### config.mk
export PLATFORM = sky130hd
export DESIGN_NAME = regfile_wb_arbiter_flat
export DESIGN_NICKNAME = d
export VERILOG_FILES = /design/src/rtl/regfile_wb_arbiter_pkg.sv /design/src/rtl/regfile_wb_arbiter_if.sv /design/src/rtl/regfile_wb_arbiter_fifo.sv /design/src/rtl/regfile_wb_arbiter.sv /design/src/flat_wrapper.sv
export SDC_FILE = /design/constraint.sdc
export NUM_CORES = 1
export LEC_CHECK = 0
export ABC_AREA = 1
export BUFFER_PORTS_ARGS = -buffer_cell sky130_fd_sc_hd__buf_2
export CAP_MARGIN = 20
export CORE_MARGIN = 5
export CORE_UTILIZATION = 50
export DETAILED_ROUTE_END_ITERATION = 7
export GPL_ROUTABILITY_DRIVEN = 0
export HOLD_SLACK_MARGIN = 0.12
export PLACE_DENSITY = 0.68
export SYNTH_ARGS = -nofsm -noshare
export SYNTH_HDL_FRONTEND = slang
export SYNTH_SLANG_ARGS = --single-unit
### constraint.sdc
create_clock -name clk -period 6.02 [get_ports clk]
set_input_delay 0.602 -clock clk [delete_from_list [all_inputs] [get_ports clk]]
set_output_delay 0.602 -clock clk [all_outputs]
set_load 0.1 [all_outputs]
### src/rtl/regfile_wb_arbiter_pkg.sv
// Shared types for the register-file writeback arbiter: widths, channel id, queued entry.
// Optional forwarding lookup is enabled by defining WB_FWD_EN.
package regwb_pkg;
  localparam int REG_AW = 6;
  localparam int REG_DW = 32;

  typedef enum logic {
    CH_A = 1'b0,
    CH_B = 1'b1
  } chan_e;

  typedef struct packed {
    logic [0:REG_AW-1] rw;
    logic [0:REG_DW-1] din;
  } entry_t;
endpackage

### src/rtl/regfile_wb_arbiter_if.sv
// Bus bundle between the two write producers, the arbiter and the register file port.
// Forwarding signals exist only when WB_FWD_EN is defined.
interface regfile_wb_arbiter_if #(
  parameter int AW = 6,
  parameter int DW = 32
);
  // Handshake: a request transfers at a rising clk edge where x_valid && x_ready are both
  // high; x_ready never depends on x_valid, and the master holds x_rw/x_din while waiting.
  logic          a_valid;
  logic          a_ready;
  logic [0:AW-1] a_rw;
  logic [0:DW-1] a_din;
  logic          b_valid;
  logic          b_ready;
  logic [0:AW-1] b_rw;
  logic [0:DW-1] b_din;
  logic          wb_we;
  logic [0:AW-1] wb_rw;
  logic [0:DW-1] wb_din;
  logic          idle;
`ifdef WB_FWD_EN
  logic [0:AW-1] fwd_ra;
  logic          fwd_hit;
  logic [0:DW-1] fwd_data;
`endif

  modport master (
    output a_valid, a_rw, a_din, b_valid, b_rw, b_din,
    input  a_ready, b_ready, wb_we, wb_rw, wb_din, idle
`ifdef WB_FWD_EN
    , output fwd_ra
    , input  fwd_hit, fwd_data
`endif
  );

  modport slave (
    input  a_valid, a_rw, a_din, b_valid, b_rw, b_din,
    output a_ready, b_ready, wb_we, wb_rw, wb_din, idle
`ifdef WB_FWD_EN
    , input  fwd_ra
    , output fwd_hit, fwd_data
`endif
  );
endinterface

### src/rtl/regfile_wb_arbiter_fifo.sv
// DEPTH-entry synchronous FIFO with async reset; pushes when full and pops when empty are ignored.
// With WB_FWD_EN it also exposes its contents ordered oldest (index 0) to newest.
module wb_fifo
  import regwb_pkg::*;
#(
  parameter int DEPTH = 4,
  localparam int PW = $clog2(DEPTH),
  localparam int CW = PW + 1
) (
  input  logic          clk,
  input  logic          reset,
  input  logic          push,
  input  entry_t        push_data,
  input  logic          pop,
  output logic          full,
  output logic          empty,
  output logic [CW-1:0] count,
  output entry_t        head
`ifdef WB_FWD_EN
  , output entry_t      entries [DEPTH]
`endif
);
  entry_t        mem [DEPTH];
  logic [PW-1:0] wr_ptr;
  logic [PW-1:0] rd_ptr;
  logic          do_push;
  logic          do_pop;

  assign full    = (count == CW'(DEPTH));
  assign empty   = (count == '0);
  assign do_push = push && !full;
  assign do_pop  = pop && !empty;
  assign head    = mem[rd_ptr];

  // Pointers wrap naturally because DEPTH is a power of two.
  always_ff @(posedge clk or posedge reset) begin
    if (reset) begin
      wr_ptr <= '0;
      rd_ptr <= '0;
      count  <= '0;
    end else begin
      if (do_push) wr_ptr <= wr_ptr + PW'(1);
      if (do_pop)  rd_ptr <= rd_ptr + PW'(1);
      case ({do_push, do_pop})
        2'b10:   count <= count + CW'(1);
        2'b01:   count <= count - CW'(1);
        default: count <= count;
      endcase
    end
  end

  always_ff @(posedge clk) begin
    if (do_push) mem[wr_ptr] <= push_data;
  end

`ifdef WB_FWD_EN
  always_comb begin
    for (int i = 0; i < DEPTH; i++) begin
      entries[i] = mem[rd_ptr + PW'(i)];
    end
  end
`endif
endmodule

### src/rtl/regfile_wb_arbiter.sv
// Merges ALU (A) and load/multicycle (B) register writes into one registered write port.
// Define WB_FWD_EN to add the fwd_ra/fwd_hit/fwd_data pending-write lookup.
module regfile_wb_arbiter
  import regwb_pkg::*;
#(
  parameter int DEPTH = 4,
  parameter int AW    = REG_AW,
  parameter int DW    = REG_DW
) (
  input logic clk,
  input logic reset,
  regfile_wb_arbiter_if.slave bus
);
  localparam int CW = $clog2(DEPTH) + 1;

  entry_t        a_in, b_in, a_head, b_head;
  logic          a_full, a_empty, b_full, b_empty;
  logic [CW-1:0] a_count, b_count;
  logic          a_push, b_push;
  logic          grant_a, grant_b;
  chan_e         rr_last;
  logic          wb_we_q;
  logic [0:AW-1] wb_rw_q;
  logic [0:DW-1] wb_din_q;
`ifdef WB_FWD_EN
  entry_t        a_ent [DEPTH];
  entry_t        b_ent [DEPTH];
`endif

  assign bus.a_ready = !reset && !a_full;
  assign bus.b_ready = !reset && !b_full;
  assign a_push      = bus.a_valid && bus.a_ready;
  assign b_push      = bus.b_valid && bus.b_ready;
  assign a_in        = '{rw: bus.a_rw, din: bus.a_din};
  assign b_in        = '{rw: bus.b_rw, din: bus.b_din};

  wb_fifo #(.DEPTH(DEPTH)) u_fifo_a (
    .clk       (clk),
    .reset     (reset),
    .push      (a_push),
    .push_data (a_in),
    .pop       (grant_a),
    .full      (a_full),
    .empty     (a_empty),
    .count     (a_count),
    .head      (a_head)
`ifdef WB_FWD_EN
    , .entries (a_ent)
`endif
  );

  wb_fifo #(.DEPTH(DEPTH)) u_fifo_b (
    .clk       (clk),
    .reset     (reset),
    .push      (b_push),
    .push_data (b_in),
    .pop       (grant_b),
    .full      (b_full),
    .empty     (b_empty),
    .count     (b_count),
    .head      (b_head)
`ifdef WB_FWD_EN
    , .entries (b_ent)
`endif
  );

  // Grant looks only at occupancy before this edge, so a push never falls through.
  assign grant_a = !a_empty && (b_empty || (rr_last == CH_B));
  assign grant_b = !b_empty && (a_empty || (rr_last == CH_A));

  always_ff @(posedge clk or posedge reset) begin
    if (reset) begin
      wb_we_q  <= 1'b0;
      wb_rw_q  <= '0;
      wb_din_q <= '0;
      rr_last  <= CH_B;
    end else if (grant_a) begin
      wb_we_q  <= 1'b1;
      wb_rw_q  <= a_head.rw;
      wb_din_q <= a_head.din;
      rr_last  <= CH_A;
    end else if (grant_b) begin
      wb_we_q  <= 1'b1;
      wb_rw_q  <= b_head.rw;
      wb_din_q <= b_head.din;
      rr_last  <= CH_B;
    end else begin
      wb_we_q  <= 1'b0;
    end
  end

  assign bus.wb_we  = wb_we_q;
  assign bus.wb_rw  = wb_rw_q;
  assign bus.wb_din = wb_din_q;
  assign bus.idle   = (a_count == '0) && (b_count == '0) && !wb_we_q;

`ifdef WB_FWD_EN
  // Scan lowest priority first so later (higher priority, newer) matches override.
  always_comb begin
    bus.fwd_hit  = 1'b0;
    bus.fwd_data = '0;
    if (!reset) begin
      if (wb_we_q && (wb_rw_q == bus.fwd_ra)) begin
        bus.fwd_hit  = 1'b1;
        bus.fwd_data = wb_din_q;
      end
      for (int i = 0; i < DEPTH; i++) begin
        if ((CW'(i) < b_count) && (b_ent[i].rw == bus.fwd_ra)) begin
          bus.fwd_hit  = 1'b1;
          bus.fwd_data = b_ent[i].din;
        end
      end
      for (int i = 0; i < DEPTH; i++) begin
        if ((CW'(i) < a_count) && (a_ent[i].rw == bus.fwd_ra)) begin
          bus.fwd_hit  = 1'b1;
          bus.fwd_data = a_ent[i].din;
        end
      end
    end
  end
`endif
endmodule

### src/flat_wrapper.sv
// flat-port wrapper written by rule: the top's interface ports become plain ports
module regfile_wb_arbiter_flat import regwb_pkg::*;
#(
  parameter int DEPTH = 4,
  parameter int AW    = REG_AW,
  parameter int DW    = REG_DW
)
  (clk, reset, bus_a_valid, bus_a_rw, bus_a_din, bus_b_valid, bus_b_rw, bus_b_din, bus_a_ready, bus_b_ready, bus_wb_we, bus_wb_rw, bus_wb_din, bus_idle);
  regfile_wb_arbiter_if #(.AW(AW), .DW(DW)) bus_i ();
  input logic clk;
  input logic reset;
  input wire logic [$bits(bus_i.a_valid)-1:0] bus_a_valid;
  input wire logic [$bits(bus_i.a_rw)-1:0] bus_a_rw;
  input wire logic [$bits(bus_i.a_din)-1:0] bus_a_din;
  input wire logic [$bits(bus_i.b_valid)-1:0] bus_b_valid;
  input wire logic [$bits(bus_i.b_rw)-1:0] bus_b_rw;
  input wire logic [$bits(bus_i.b_din)-1:0] bus_b_din;
  output wire logic [$bits(bus_i.a_ready)-1:0] bus_a_ready;
  output wire logic [$bits(bus_i.b_ready)-1:0] bus_b_ready;
  output wire logic [$bits(bus_i.wb_we)-1:0] bus_wb_we;
  output wire logic [$bits(bus_i.wb_rw)-1:0] bus_wb_rw;
  output wire logic [$bits(bus_i.wb_din)-1:0] bus_wb_din;
  output wire logic [$bits(bus_i.idle)-1:0] bus_idle;
  assign bus_i.a_valid = bus_a_valid;
  assign bus_i.a_rw = bus_a_rw;
  assign bus_i.a_din = bus_a_din;
  assign bus_i.b_valid = bus_b_valid;
  assign bus_i.b_rw = bus_b_rw;
  assign bus_i.b_din = bus_b_din;
  assign bus_a_ready = bus_i.a_ready;
  assign bus_b_ready = bus_i.b_ready;
  assign bus_wb_we = bus_i.wb_we;
  assign bus_wb_rw = bus_i.wb_rw;
  assign bus_wb_din = bus_i.wb_din;
  assign bus_idle = bus_i.idle;
  regfile_wb_arbiter #(.DEPTH(DEPTH), .AW(AW), .DW(DW)) u_core (.clk(clk), .reset(reset), .bus(bus_i));
endmodule
==> results.md, run 1 <==
- Longest Clk Path Bufs: 3
- Layout area overhead: 14.77%
- Post-CTS Hold Buffers: 0
- Syn Inst Count: 1201
- Internal power: 5341 µW
- CTS tree: done
- Die width: 179.3 µm
- Mean Syn Cell Area: 11.93 µm²
- Critical setup path kind: reg -> reg
- Worst setup EP type: flip-flop
- Vias in the first global route: 8902
- Worst slew margin: 0.4030
- Synth warnings: 0
- Overall Global Routing Usage: 0.2004
- Distinct cells, synth: 26
- Final Skew: 0.01682 ns
- Post-CTS Setup Inserts: 0
- FMAX: 367.4 MHz
- HP Class: in -> async
- Cell Pwr Density: 568.2 nW/µm²
- Max Cap Viol: 0
- Port-buffer cells: 121
- Fin crit period: 2.722 ns
- ANT cells: 0
- First-pass GRT wire length: 49290 µm
- Critical path, cell by cell: buf_4 > inv_2 > buf_4 > o21ai_0 > nand3_1 > nand2_1 > nand2_1
- Filler Cells Inserted: 2325
- Largest stage delay on the critical path: 0.68 ns
- Largest net degree at the start of global routing: 81
- Switching Share: 0.4284
- Die ar.: 32140 µm²
- CTS root buffer: clkbuf_16
- CP delay by family, top: buffers and inverters
- Clk_lat worst skew: 0.53 ns
- Hold Fails Final Rpt: 0
- Slowest-stage cell, CP: buf_4
- Leakage power total: 0.006319 µW
- R2R Setup Slk: 3.30 ns
- Clock power frac: 0.245
- FP Rows: 62
- Htree depth: 2
- Worst EP arrival: 3.12 ns
- Max Slew Vio Count: 0
- Clk sink count: 358
- Share of cells above drive strength 1: 0.1690
- Final net count: 1406
- Switch Pwr: 4002 µW
- Drt total wl: 32180 µm
- DR pass1 iterations: 6
- TritonCTS buffer count: 38
- Setup Viol. Count Final: 0
- Post-route antenna net violation count: 0
- Fin crit share: 0.4521
- Initial core utilization: 0.5033
- Post-route core utilization: 0.5776
- RSZ-0062 raised after global routing: false
- DR vias: 9097
- Syn Nets: 1293
- Total Negative Setup Slacks: 0 ns
- Critical Path RT: 6.42 ns
- I/O Pins: 122
- HPWL after DPL: 18820 µm
- Status: finished clean
- CP Max Fanout: 80
- Clk slew on worst S/H paths: 0.06 ns
- Post-Syn Area: 14330 µm²
- Comb pwr share: 0.400
- Slew @ Worst Pin: 0.8955 ns
- Initial antenna violation count: 1
- Sequential area share after synthesis: 0.7316
- Total grt overflow: 0
- Post-cts sizing count: 0
- Core area: 28470 µm²
- WP buf/inv: 3
- Synth Register Bits: 358
- Worst VDD drop: 0.7597 mV
- Part of the power in registers: 0.355
- Iter 0 DRT Violations: 792
- Die outline height: 179.3 µm
- Drt wl/cell: 18.63 µm
- Via density: 5.268
- Drc violations: 0
- Startpoint Class: flip-flop
-- cell usage in the layout, fill, tap and decap left out, types with 8 or more instances in the layout --
cell type / count
buf_2: 121
buf_4: 18
clkbuf_16: 39
dfrtp_1: 51
edfxtp_1: 304
ha_1: 10
inv_1: 14
inv_2: 13
nand2_1: 316
nand3_1: 157
nor2_1: 154
nor2_4: 8
o21ai_0: 40
o21ai_1: 41
-- layer usage --
layer  GRT usage  vias up  wire length, µm  share of wire
li1            -     4353                -              -
met1      0.2750     4395            13570           0.42
met2      0.3291      292            15630           0.49
met3     0.03669       55             2124          0.066
met4     0.06220        2              835          0.026
met5           0        -               13        0.00040
-- power groups by stage --
stage	Combinational, µW	Sequential [µW]	Clock [µW]
after detailed placement	3780	3360	0
after global placement	3710	3350	0
final	3740	3310	2290
after CTS	3790	3310	2330
after floorplan	1960	4280	0
after global routing	4090	3340	2440
-- flip-flops by register name (all words and copies together), names as in the netlist --
| name | flops |
|---|---|
| u_core.u_fifo_b.count | 3 |
| u_core.u_fifo_a.mem | 152 |
| u_core.bus.wb_din | 32 |
| u_core.u_fifo_a.rd_ptr | 2 |
| u_core.rr_last | 1 |
| u_core.bus.wb_rw | 6 |
| u_core.u_fifo_b.mem | 152 |
| u_core.bus.wb_we | 1 |
| u_core.u_fifo_b.wr_ptr | 2 |
| u_core.u_fifo_a.count | 3 |
| u_core.u_fifo_a.wr_ptr | 2 |
| u_core.u_fifo_b.rd_ptr | 2 |
-- stage by stage --
step	hold slack (ns)	cells	total power (µW)	instance area [µm²]	setup WS (ns)
after floorplan	0.4576	1201	6237	14330	1.694
after global placement	0.4597	1658	7060	15190	2.787
final	0.1440	1727	9343	16440	3.298
after global routing	0.1762	1727	9874	16440	3.044
after detailed placement	0.4643	1658	7134	15190	2.696
after CTS	0.1366	1727	9432	16440	3.241
-- path summary, 6_finish.rpt --
path | startpoint | end | depth (start not counted)
max reg2reg | u_core.u_fifo_b.rd_ptr[0]$_DFFE_PP0P_ | u_core.bus.wb_din[10]$_DFFE_PP0P_ | 7
min | reset | u_core.bus.wb_din[29]$_DFFE_PP0P_ | 2
max in group asynchronous | reset | u_core.u_fifo_a.rd_ptr[0]$_DFFE_PP0P_ | 3
min reg2reg | u_core.bus.wb_din[15]$_DFFE_PP0P_ | u_core.bus.wb_din[15]$_DFFE_PP0P_ | 2
max | u_core.u_fifo_b.rd_ptr[0]$_DFFE_PP0P_ | u_core.bus.wb_din[10]$_DFFE_PP0P_ | 7
min in group clk | bus_b_din[6] | u_core.u_fifo_b.mem[0][6]$_DFFE_PP_ | 1
-- worst register-to-register path, cell delays in order (launching register included) --
cell and delay [ns]:
dfrtp_2 0.34, buf_4 0.68, inv_2 0.56, buf_4 0.41
o21ai_0 0.25, nand3_1 0.13, nand2_1 0.17, nand2_1 0.07
-- cell type report --
class / count / area, µm² / area share
Multi-Input combinational cell: 750 / 3386 / 0.2059
Sequential cell: 358 / 10480 / 0.6376
Clock buffer: 53 / 1099 / 0.06681
Inverter: 27 / 101.3 / 0.006163
Tap cell: 384 / 480.5 / 0.02922
Clock inverter: 16 / 152.6 / 0.009283
Timing Repair Buffer: 139 / 740.7 / 0.04505
-- cell usage after synthesis, drive strengths merged --
| cell type | number | share of area |
|---|---|---|
| buf | 54 | 0.026 |
| inv | 27 | 0.0071 |
| o211ai | 2 | 0.0017 |
| o21ai | 82 | 0.029 |
| nor2 | 164 | 0.043 |
| nand2 | 318 | 0.084 |
| xor2 | 6 | 0.0037 |
| dfstp | 1 | 0.0018 |
| nand3 | 158 | 0.056 |
| xnor2 | 2 | 0.0012 |
| fa | 2 | 0.0028 |
| a21oi | 4 | 0.0017 |
| edfxtp | 304 | 0.64 |
| ha | 10 | 0.0087 |
| a31oi | 2 | 0.00087 |
| clkbuf | 12 | 0.0031 |
| dfrtp | 53 | 0.093 |
-- cell families after synthesis --
| family | synth area share |
|---|---|
| XOR/XNOR | 0.004891 |
| flip-flops | 0.7316 |
| buffers and inverters | 0.03633 |
| AND/OR/NAND/NOR | 0.1825 |
| AO/OA/AOI/OAI | 0.03318 |
| adder cells (fa/ha/maj) | 0.01153 |
(Power assumes the default switching activity.)
==> run 2, diff against run 1 <==
PLACE_DENSITY = 0.7   (was 0.68)
clock period = 2.5 ns   (was 6.02 ns; I/O delays follow)
==> run 2 against run 1 <==
Against the previous run:
- first-iteration DRC count down 8.8%
- hold slack better by 0.11 ns
- routed wire length up 1.3%
- die area unchanged
- register-to-register slack worse by 2.8 ns
- sequential cell count unchanged
- sequential power up 140%
- clock skew down 0.0014 ns
- utilization up 3.3 points
- final area up 5.8%
- setup slack worse by 3.1 ns
- count of clock-buffer cells in the layout up 8
- critical path type is now reg -> out
- largest cell class unchanged
==> results.md, run 2 (synthesized netlist as in run 1, its figures left out) <==
- Status: finished clean
- Setup Viol. Count Final: 0
- DR vias: 9554
- Commonest non-fill, non-tap cell in the layout: nand2_1
- Largest net degree at the start of global routing: 80
- Largest stage delay on the critical path: 0.44 ns
- Slowest-stage cell, CP: buf_2
- CP delay by family, top: simple AND/OR/NAND/NOR gates
- Iter 0 DRT Violations: 722
- Die ar.: 32140 µm²
- I/O Pins: 122
- Share of cells above drive strength 1: 0.1631
- Cell Pwr Density: 1300 nW/µm²
- CTS tree: done
- Non-filler cells in the finished layout: 1816
- WP buf/inv: 2
- Launch point of the worst reg-to-reg path: u_core.u_fifo_b.count[0]$_DFFE_PP0P_
- Fin crit period: 2.313 ns
- Layout area overhead: 21.42%
- First-pass GRT wire length: 50230 µm
- Final net count: 1491
- DR pass1 iterations: 5
- Die outline height: 179.3 µm
- FMAX: 432.4 MHz
- Max Cap Viol: 0
- Initial core utilization: 0.5033
- Via density: 5.261
- Crit path launch: u_core.u_fifo_b.count[0]$_DFFE_PP0P_
- TritonCTS buffer count: 38
- Hold Fails Final Rpt: 0
- Vias in the first global route: 9287
- Worst slew margin: 0.4333
- Htree depth: 2
- Drc violations: 0
- Die width: 179.3 µm
- Max Slew Vio Count: 0
- Critical path, cell by cell: inv_2 > nand2_1 > nor2_2 > nand2_2 > nor2_1 > buf_2
- CP Max Fanout: 5
- Clk slew on worst S/H paths: 0.06 ns
- Core area: 28470 µm²
- Worst VDD drop: 1.635 mV
- Longest Clk Path Bufs: 3
- Worst EP arrival: 2.06 ns
- Startpoint Class: flip-flop
- Overall Global Routing Usage: 0.2036
- Critical setup path kind: reg -> out
- Worst setup EP type: primary output
- Most frequent cells in the layout: nand2_1, edfxtp_1, nand3_1, nor2_1, buf_2
- CTS root buffer: clkbuf_16
- Drt total wl: 32610 µm
- Total grt overflow: 0
- Port-buffer cells: 121
- Drt wl/cell: 17.96 µm
- Leakage power total: 0.006702 µW
- Dpl cells: 1664
- Initial antenna violation count: 4
- RSZ-0062 raised after global routing: false
- Final Skew: 0.01544 ns
- R2R Setup Slk: 0.48 ns
- Fin crit share: 0.9251
- Total Negative Setup Slacks: 0 ns
- Clk sink count: 358
- Clk_lat worst skew: 0.52 ns
- HP Class: in -> async
- Critical Path RT: 2.25 ns
- Post-route antenna net violation count: 0
- FP Rows: 62
- Post-CTS Setup Inserts: 0
- HPWL after DPL: 19090 µm
- Slew @ Worst Pin: 0.8501 ns
-- run 2: changes by cell type in the layout (fill, tap and decap cells not counted), moves of 3 or more --
cell	previous run	this run
dlygate4sd3_1	0	79
buf_12	0	10
clkbuf_1	7	14
clkinv_1	7	1
clkinv_2	1	6
buf_4	18	14
diode_2	0	3
-- run 2: where the power goes --
group          internal (µW)  switching [µW]  leakage [µW]
Clock                   3290            2160      0.000604
Sequential              7550             496       0.00337
Combinational           2220            6910       0.00273
Total                  13000            9570       0.00670
-- run 2: cell type report --
cell class	instances	area, µm²
Antenna cell	3	7.507
Clock buffer	61	1161
Clock inverter	9	71.32
Fill cell	2233	11070
Inverter	27	105.1
Multi-Input combinational cell	750	3386
Sequential cell	358	10480
Tap cell	384	480.5
Timing Repair Buffer	224	1702
-- run 2: layer usage --
metal  share of wire  vias to the layer above  track usage
li1                -                     4531            -
met1            0.42                     4688       0.2708
met2            0.49                      269       0.3347
met3           0.063                       64      0.04323
met4           0.032                        2      0.07172
met5         0.00040                        -            0
-- run 2: metrics by stage --
| stage | setup WS, ns | power, µW | util | hold WS [ns] | instance area [µm²] |
|---|---|---|---|---|---|
| final | 0.1873 | 22610 | 0.6111 | 0.2495 | 17400 |
| after global routing | 0.06399 | 23890 | 0.6111 | 0.2495 | 17400 |
| after CTS | 0.1708 | 22790 | 0.6108 | 0.2344 | 17390 |
| after detailed placement | 0.4672 | 17220 | 0.5397 | 0.2310 | 15370 |
| after global placement | 0.4886 | 17030 | 0.5397 | 0.2225 | 15370 |
| after floorplan | -0.1867 | 15020 | - | 0.3332 | 14350 |
-- run 2: worst min-delay path: cells and delay by family --
family | cells | cell delay, ns
buffers and inverters | 3 | 0.87
-- run 2: worst paths after layout --
path,cells past startpoint,endpoint
worst max register to register,11,u_core.u_fifo_a.count[2]$_DFFE_PP0P_
max in group asynchronous,4,u_core.u_fifo_a.rd_ptr[0]$_DFFE_PP0P_
worst min register to register,2,u_core.bus.wb_din[20]$_DFFE_PP0P_
worst max-delay path,6,bus_idle
min in group clk,2,u_core.u_fifo_b.mem[2][29]$_DFFE_PP_
worst min-delay path,3,u_core.u_fifo_b.count[2]$_DFFE_PP0P_
-- run 2: timing repair --
item                      in CTS  in global routing
hold buffers                  79                  0
hold endpoints to repair     314                  0
gates resized for setup        0                  0
==> run 3, diff against run 2 <==
ABC_AREA = unset   (was 1)
==> run 3 against run 2 <==
Against the previous run:
- critical path type unchanged
- first-iteration DRC count decreased by 1.5%
- combinational power decreased by 12%
- non-clock buffer count increased by 6
- largest power group is now sequential cells
- sequential share of layout area increased by 1.7 points
- highest routed layer is now met4
- clock skew decreased by 0.00067 ns
- final area decreased by 2.6%
- register-to-register slack got worse by 0.16 ns
- synthesized cell count decreased by 41%
- hold slack got worse by 0.022 ns
- cell count decreased by 27%
- utilization about the same
- critical endpoint unchanged
==> results.md, run 3 <==
- Internal power: 13060 µW
- Max Cap Viol: 0
- Top-area cell type share of the netlist area: 0.6535
- Critical path, cell by cell: nor3_4 > nand2_1 > nor2_2 > buf_2
- Hold Fails Final Rpt: 0
- Total Negative Setup Slacks: 0 ns
- Final net count: 1017
- Distinct cells, synth: 33
- Clk sink count: 358
- Most frequent cells in the layout: edfxtp_1, buf_2, nand3_1, dlygate4sd3_1, mux4_2
- Filler Cells Inserted: 1969
- Post-Syn Area: 13970 µm²
- Core area: 27710 µm²
- I/O Pins: 122
- Fin crit share: 0.8928
- Part of the power in registers: 0.392
- Top cells by area, synth: edfxtp_1, mux4_2, dfrtp_1, nand3_1, a32oi_1
- Overall Global Routing Usage: 0.1935
- DR vias: 7562
- Most common cell in the synthesized netlist: edfxtp_1
- Commonest cells post-synth: edfxtp_1, nand3_1, mux4_2
- Status: finished clean
- Switching Share: 0.3871
- Die ar.: 31380 µm²
- Critical Path RT: 2.25 ns
- Hold EP: u_core.u_fifo_a.wr_ptr[0]$_DFFE_PP0P_
- Most used flip-flop cell after synthesis: edfxtp_1
- Initial antenna violation count: 2
- Worst VDD drop: 0.7777 mV
- Share of cells above drive strength 1: 0.3165
- CTS root buffer: clkbuf_16
- Hold slack: 0.2270 ns
- Worst R2R End: u_core.u_fifo_a.count[2]$_DFFE_PP0P_
- DR pass1 iterations: 5
- HP Class: in -> reg
- Hold depth: 4
- Critical setup path kind: reg -> out
- Worst setup EP type: primary output
- Port-buffer cells: 121
- Vias in the first global route: 7901
- Setup Viol. Count Final: 0
- Clock power frac: 0.229
- Final Skew: 0.01477 ns
- Synth warnings: 0
- Placed Area: 15100 µm²
- Seq. cell area: 10490 µm²
- Worst EP arrival: 1.98 ns
- Max Slew Vio Count: 0
- RSZ-0062 raised after global routing: false
- Clk_lat worst skew: 0.51 ns
- Cell Pwr Density: 1258 nW/µm²
- Post-CTS Hold Buffers: 77
- CP Max Fanout: 5
- FP Rows: 61
- R2R Setup Slk: 0.32 ns
- Ys async rst share: 0.1508
- Die outline height: 177.2 µm
- CTS tree: done
- Post-route core utilization: 0.6113
- Yosys top cell by area: edfxtp_1
- Post-CTS Setup Inserts: 0
- TritonCTS buffer count: 36
- Commonest non-fill, non-tap cell in the layout: edfxtp_1
- Layout area overhead: 21.25%
- Drc violations: 0
- Post-route antenna net violation count: 0
- Fin crit period: 2.232 ns
- Leakage power total: 0.005952 µW
- Clk slew on worst S/H paths: 0.06 ns
- Launch point of the worst reg-to-reg path: u_core.u_fifo_a.count[0]$_DFFE_PP0P_
- Largest stage delay on the critical path: 0.46 ns
- Longest Clk Path Bufs: 3
- Switch Pwr: 8245 µW
- Slew @ Worst Pin: 0.8636 ns
- Worst Min Path Start: bus_a_valid
- Drt wl/cell: 22.47 µm
- Tot Pwr: 21300 µW
- First-pass GRT wire length: 45700 µm
- Via density: 5.681
- Post-cts sizing count: 0
- Number of enable flip-flop cells after synthesis: 304
- WP buf/inv: 1
- Total grt overflow: 0
- Slowest-stage cell, CP: dfrtp_1
- CP delay by family, top: simple AND/OR/NAND/NOR gates
- Syn Nets: 798
- Synth Register Bits: 358
- Mean Syn Cell Area: 19.79 µm²
- Htree depth: 2
- Worst slew margin: 0.4243
- FMAX: 448.0 MHz
- Startpoint Class: flip-flop
- Largest net degree at the start of global routing: 47
- Comb pwr share: 0.379
- Initial core utilization: 0.5042
- Die width: 177.2 µm
- Drt total wl: 29910 µm
- FF-to-FF path depth: 9
- Sequential area share after synthesis: 0.7503
- HPWL after DPL: 18270 µm
- Iter 0 DRT Violations: 711
- Syn Inst Count: 706
- Multi-input logic area: 3166 µm²
- Final Cell Area: 16940 µm²
run 3: tightest hold or removal path, delay by kind of cell:
family / cells / cell delay [ns]
buf+inv: 2 / 0.19
xor+xnor: 1 / 0.13
compound gates: 1 / 0.10
run 3: final cells by class:
type / instances / area share
repair buffers: 230 / 0.09987
multi-input cells: 286 / 0.1869
well taps: 378 / 0.02792
flip-flops and latches: 358 / 0.6194
inverters: 13 / 0.002881
clock inverters: 18 / 0.006057
diodes: 2 / 0.0002955
clock buffers: 46 / 0.05666
run 3: how the worst max path moves through the flow:
| stage | startpoint | endpoint | slack, ns | cells after the start |
|---|---|---|---|---|
| floorplan | u_core.u_fifo_b.count[0]$_DFFE_PP0P_ | u_core.u_fifo_b.mem[2][0]$_DFFE_PP_ | 0.18 | 3 |
| global placement | u_core.u_fifo_a.count[2]$_DFFE_PP0P_ | u_core.u_fifo_a.count[2]$_DFFE_PP0P_ | 0.41 | 9 |
| detailed placement | u_core.u_fifo_a.count[0]$_DFFE_PP0P_ | u_core.u_fifo_a.count[2]$_DFFE_PP0P_ | 0.33 | 9 |
| CTS | u_core.u_fifo_b.count[2]$_DFFE_PP0P_ | bus_idle | 0.25 | 4 |
| global route | u_core.u_fifo_a.count[0]$_DFFE_PP0P_ | u_core.u_fifo_a.count[2]$_DFFE_PP0P_ | 0.11 | 9 |
| finish | u_core.u_fifo_b.count[2]$_DFFE_PP0P_ | bus_idle | 0.27 | 4 |
run 3: cells by family after synthesis:
kind of cell,share of synthesized area
xor+xnor,0.007523
simple gates,0.04953
fa+ha+maj,0.01182
buf+inv,0.02526
mux,0.1257
compound gates,0.02991
flops,0.7503
run 3: metal layers:
metal  track usage  wire length [µm]  vias up
li1              -                 -     3349
met1        0.2691             12640     3884
met2        0.3220             14800      290
met3       0.03375              1946       39
met4       0.05158               521        0
met5             0                 0        -
run 3: power by group through the flow:
| stage | Sequential, µW | Combinational [µW] | Clock, µW |
|---|---|---|---|
| after global placement | 8450 | 7880 | 0 |
| after global routing | 8470 | 8630 | 5200 |
| after detailed placement | 8470 | 8000 | 0 |
| final | 8360 | 8070 | 4870 |
| after floorplan | 10300 | 4310 | 0 |
| after CTS | 8370 | 8130 | 4970 |
run 3: stage by stage:
step / std cells / setup WS, ns
floorplan: 706 / 0.1776
global placement: 1188 / 0.4139
detailed placement: 1188 / 0.3262
CTS: 1329 / 0.2488
global route: 1331 / 0.1066
finish: 1331 / 0.2681
